### config.mk
export PLATFORM = sky130hd
export DESIGN_NAME = sincronizador_antirrebote
export DESIGN_NICKNAME = d
export VERILOG_FILES = /design/src/rtl/sincronizador_antirrebote.sv
export SDC_FILE = /design/constraint.sdc
export NUM_CORES = 1
export LEC_CHECK = 0
export BUFFER_PORTS_ARGS = -buffer_cell sky130_fd_sc_hd__buf_2
export CORE_MARGIN = 3
export CORE_UTILIZATION = 51
export DETAILED_ROUTE_END_ITERATION = 7
export HOLD_SLACK_MARGIN = 0.02
export MAX_ROUTING_LAYER = met4
export PLACE_DENSITY = 0.81
export SLEW_MARGIN = 10
export SYNTH_ARGS = -nofsm -noshare
export SYNTH_HDL_FRONTEND = slang
export SYNTH_SLANG_ARGS = --single-unit
### constraint.sdc
create_clock -name clk -period 1.7 [get_ports clk]
set_clock_uncertainty 0.2 [all_clocks]
set_input_delay 0.255 -clock clk [delete_from_list [all_inputs] [get_ports clk]]
set_output_delay 0.255 -clock clk [all_outputs]
set_load 0.02 [all_outputs]
### src/rtl/sincronizador_antirrebote.sv
// Per-channel input synchronizer and debouncer with edge pulses.
// Each channel settles its output only after a sustained change on its synchronized input.
module sincronizador_antirrebote_canal #(
  parameter int   ETAPAS_SYNC    = 2,
  parameter int   CICLOS_ESTABLE = 16,
  parameter logic VALOR_RESET    = 1'b0
) (
  input  logic clk,
  input  logic reset,
  input  logic i_asinc,
  input  logic i_hab,
  output logic o_sinc,
  output logic o_sube,
  output logic o_baja
);
  localparam int            CW     = $clog2(CICLOS_ESTABLE + 1);
  localparam logic [CW-1:0] LIMITE = CW'(CICLOS_ESTABLE - 1);

  logic [ETAPAS_SYNC-1:0] r_sync;
  logic [CW-1:0]          r_cnt;
  logic                   r_sinc, r_sube, r_baja;
  logic                   w_sinc, w_difiere;

  assign w_sinc    = r_sync[ETAPAS_SYNC-1];
  assign w_difiere = w_sinc != r_sinc;

  // The sync chain keeps running even while the channel is disabled.
  always_ff @(posedge clk or posedge reset)
    if (reset) r_sync <= {ETAPAS_SYNC{VALOR_RESET}};
    else       r_sync <= {r_sync[ETAPAS_SYNC-2:0], i_asinc};

  always_ff @(posedge clk or posedge reset)
    if (reset) begin
      r_cnt  <= '0;
      r_sinc <= VALOR_RESET;
      r_sube <= 1'b0;
      r_baja <= 1'b0;
    end else begin
      r_sube <= 1'b0;
      r_baja <= 1'b0;
      if (i_hab) begin
        if (!w_difiere)
          r_cnt <= '0;
        else if (r_cnt == LIMITE) begin
          r_cnt  <= '0;
          r_sinc <= w_sinc;
          r_sube <= w_sinc;
          r_baja <= ~w_sinc;
        end else
          r_cnt <= r_cnt + 1'b1;
      end
    end

  assign o_sinc = r_sinc;
  assign o_sube = r_sube;
  assign o_baja = r_baja;
endmodule

module sincronizador_antirrebote #(
  parameter int                     NUM_CANALES    = 4,
  parameter int                     ETAPAS_SYNC    = 2,
  parameter int                     CICLOS_ESTABLE = 16,
  parameter logic [NUM_CANALES-1:0] VALOR_RESET    = '0
) (
  input  logic                   clk,
  input  logic                   reset,
  input  logic [NUM_CANALES-1:0] senales_asincronas,
  input  logic [NUM_CANALES-1:0] habilitar,
  output logic [NUM_CANALES-1:0] senales_sincronas,
  output logic [NUM_CANALES-1:0] pulso_subida,
  output logic [NUM_CANALES-1:0] pulso_bajada
);
  for (genvar i = 0; i < NUM_CANALES; i++) begin : g_canal
    sincronizador_antirrebote_canal #(
      .ETAPAS_SYNC   (ETAPAS_SYNC),
      .CICLOS_ESTABLE(CICLOS_ESTABLE),
      .VALOR_RESET   (VALOR_RESET[i])
    ) u_canal (
      .clk    (clk),
      .reset  (reset),
      .i_asinc(senales_asincronas[i]),
      .i_hab  (habilitar[i]),
      .o_sinc (senales_sincronas[i]),
      .o_sube (pulso_subida[i]),
      .o_baja (pulso_bajada[i])
    );
  end
endmodule
==> impl_metrics.csv <==
group,metric,value,unit
run_status,status,"finished, violations left",
run_status,violations,"setup timing",
pwr,leakagePower,0.00104,uW
routing,drc,0,
hold_path,min_delay_worst_endpoint,"g_canal[3].u_canal.r_sync[1]$_DFF_PP0_",
routing,via_count,1211,
floorplan,rows,20,
yosys,avgSynthCellArea,11.6,sq um
sta,fin_crit,1.71,ns
placed_design,place_inst,211,
layout,fin_util,66.4,%
clock_tree,htreeDepth,2,
pwr,p_sw,564,uW
floorplan,initial_core_util,55.6,%
pwr,vdd_drop_max,526,uV
clock_tree,tritoncts,"yes",
placed_design,placed_cell_area,0.00188,sq mm
layout,nNetsFinal,206,
grt,grt_pass1_vias,1243,
clock_tree,clk_latency,0.35,ns
critical_path,r2r-start,"g_canal[0].u_canal.r_cnt[1]$_DFFE_PP0P_",
pwr,netSwitchingFraction,28.7,%
pwr,p_per_area,925,mW/mm^2
grt,grt_pass1_wl,5.41,mm
sta,rsz0062_at_grt,"true",
pwr,p_clk_share,21.8,%
placed_design,dp_hpwl,2.18,mm
hold_path,hold_path_class,"reg -> reg",
clock_tree,clkTransAtPathRegs,0.11,ns
floorplan,die_y,65.1,um
critical_path,path_max_fanout,3,
yosys,ys_ff_latch,40,
flow_run,cap_viol_max_count,0,
critical_path,crit_path_end_kind,"flop",
yosys,synthDistinctLibCells,28,
sta,worst_pin_slew,0.478,ns
placed_design,post-place-ws,-0.0239,ns
placed_design,io_buffer_count,21,
critical_path,r2r-end,"g_canal[0].u_canal.o_sinc$_DFFE_PP0P_",
routing,postRouteAntennaNets,0,
critical_path,crit_arrival,1.75,ns
critical_path,worstSetupPathType,"reg -> reg",
placed_design,routabilityCongestion,0.780,
yosys,syn_nets,168,
layout,diodes,0,
floorplan,io_pins,22,
clock_tree,cts_buffers,5,
sta,timing.fmax,584,MHz
critical_path,worstSetupStartpointType,"flop",
sta,finalSetupTns,-0.0137,ns
yosys,yosysSeqAreaShare,56.2,%
sta,finalSetupViolCount,1,
floorplan,core_area,0.00320,sq mm
sta,hold_viol_final,0,
yosys,syn_inst,154,
critical_path,critPathLaunch,"g_canal[0].u_canal.r_cnt[1]$_DFFE_PP0P_",
layout,drive_above_1_share,32.8,%
critical_path,cp.required,1.74,ns
layout,final_cells,236,
routing,drtIter0Drc,63,
grt,grt_usage,17.8,%
critical_path,r2r_setup_slack,-0.01,ns
clock_tree,cts_sinks,40,
floorplan,dieArea,0.00424,sq mm
clock_tree,root_buffer,"clkbuf_4",
critical_path,reg2reg_depth,4,
routing,drt_wl_total,3.29,mm
pwr,internal_power,1400,uW
hold_path,hold_depth,0,
grt,grt_antenna_before_repair,0,
yosys,syn_area,0.00178,sq mm
sta,slew_violations,0,
grt,grt_max_degree,41,
floorplan,die_w,65.1,um
clock_tree,cts_buffer_depth,2,
routing,drt-wirelength-per-cell,13.9,um
sta,final.period_utilization,101,%
grt,overflow,0,
hold_path,hold_path.startpoint,"g_canal[3].u_canal.r_sync[0]$_DFF_PP0_",
layout,finalInstanceArea,0.00213,sq mm
pwr,p_seq_share,59.3,%
yosys,ys_warn_count,0,
routing,routed_via_density,5.13,
layout,areaGrowthSynthToFinish,19.5,%
sta,slew_headroom,68.1,%
sta,setup_slack,-0.0137,ns
routing,first_pass_iters,4,
pwr,combPwrFrac,18.9,%
## registers in the layout, summed over array words and instances (netlist names)
name and flops:
g_canal.u_canal.o_baja 4, g_canal.u_canal.o_sinc 4, g_canal.u_canal.o_sube 4, g_canal.u_canal.r_cnt 20, g_canal.u_canal.r_sync 8
## cells in the mapped netlist
library cell  instances  area share, %
nand2_1              11            2.3
nand3_1               7            2.0
o21ai_1               4            1.1
a21oi_1               3           0.84
o21ai_0               8            2.2
o22ai_1               1           0.35
mux2i_1               3            1.7
nand4_1               4            1.4
or3b_4                1           0.63
xor2_1                4            2.0
dfrtp_1              40             56
a21boi_0              1           0.42
or3_4                 3            1.9
ha_1                  4            2.8
nand3b_1              1           0.42
inv_2                 3           0.63
a22o_2                3            1.7
o311ai_1              4            2.0
o2bb2ai_1             1           0.49
inv_1                10            2.1
or2b_1                3            1.3
nor2b_1               3            1.1
nand2b_1              3            1.1
buf_2                 1           0.28
and3_1                4            1.4
mux2_4                4            3.4
nor3b_1               8            3.4
buf_4                12            5.1
## layout make-up
| type | count | area (sq um) |
|---|---|---|
| timing repair buffer | 44 | 300 |
| multi-input combinational | 88 | 677 |
| clock buffer | 6 | 41.3 |
| sequential | 40 | 1000 |
| fill | 262 | 1070 |
| inverter | 13 | 48.8 |
| clock inverter | 1 | 5.00 |
| tap | 44 | 55.1 |
## per-layer routing
| layer | up-vias | track usage (%) | part of all wire [%] |
|---|---|---|---|
| met5 | - | - | 0 |
| met4 | 0 | 7.25 | 1.5 |
| met3 | 9 | 6.15 | 3.8 |
| met2 | 19 | 31.7 | 56 |
| met1 | 586 | 17.7 | 39 |
| li1 | 597 | - | - |
## metrics by stage
step           hold slack (ns)  power (uW)
3_3_place_gp             0.135        1440
6_report                 0.154        1970
5_1_grt                  0.170        2090
2_1_floorplan           0.0864        1370
3_5_place_dp             0.136        1470
4_1_cts                  0.159        1940
## worst max-delay path by stage
stage                                       endpoint  slack (ns)  depth (start not counted)
2_1_floorplan  g_canal[0].u_canal.o_sinc$_DFFE_PP0P_        0.06                          4
3_3_place_gp   g_canal[0].u_canal.o_sinc$_DFFE_PP0P_        0.06                          4
3_5_place_dp   g_canal[2].u_canal.o_sinc$_DFFE_PP0P_       -0.02                          4
4_1_cts        g_canal[2].u_canal.o_sinc$_DFFE_PP0P_      0.0005                          4
5_1_grt        g_canal[0].u_canal.o_sinc$_DFFE_PP0P_       -0.06                          4
6_report       g_canal[0].u_canal.o_sinc$_DFFE_PP0P_       -0.01                          4
## power groups by stage
stage / Clock, uW / Sequential [uW] / Combinational, uW
6_report: 429 / 1170 / 371
5_1_grt: 485 / 1190 / 419
4_1_cts: 445 / 1150 / 341
3_5_place_dp: 0 / 1170 / 302
3_3_place_gp: 0 / 1160 / 276
2_1_floorplan: 0 / 1140 / 230
## kinds of logic (layout without fill, tap and decap cells)
family,count (synthesis),in the layout,synth area share [%]
adder cells (fa/ha/maj),4,4,2.81
multiplexers,7,7,5.06
flip-flops,40,40,56.2
buffers and inverters,26,64,8.08
AND/OR/NAND/NOR,48,48,16.8
XOR/XNOR,4,4,1.97
AO/OA/AOI/OAI,25,25,9.13
## worst max-delay path, stage by stage (launching register included)
cell and delay (ns):
dfrtp_1 0.39, ha_2 0.20, nand3_2 0.09, or3b_4 0.43, mux2_4 0.30
## cells in the final DEF, fill, tap and decap left out, drive strengths merged, types with 4 or more instances in the layout
| master | instances |
|---|---|
| xor2 | 4 |
| dfrtp | 40 |
| buf | 35 |
| and3 | 4 |
| o311ai | 4 |
| o21ai | 12 |
| nand3 | 7 |
| clkbuf | 6 |
| nand2 | 11 |
| inv | 13 |
| dlygate4sd3 | 9 |
| ha | 4 |
| nand4 | 4 |
| mux2 | 4 |
| nor3b | 8 |
## timing repair
item                                    4_1_cts  5_1_grt
pin swaps                                     0        2
buffers inserted                              4        5
hold buffers                                  9        0
endpoints found under the hold margin        50        0
gates resized for setup                       2        7
endpoints found under the setup margin        3        6
No activity file was read; power rests on OpenSTA's default activity.
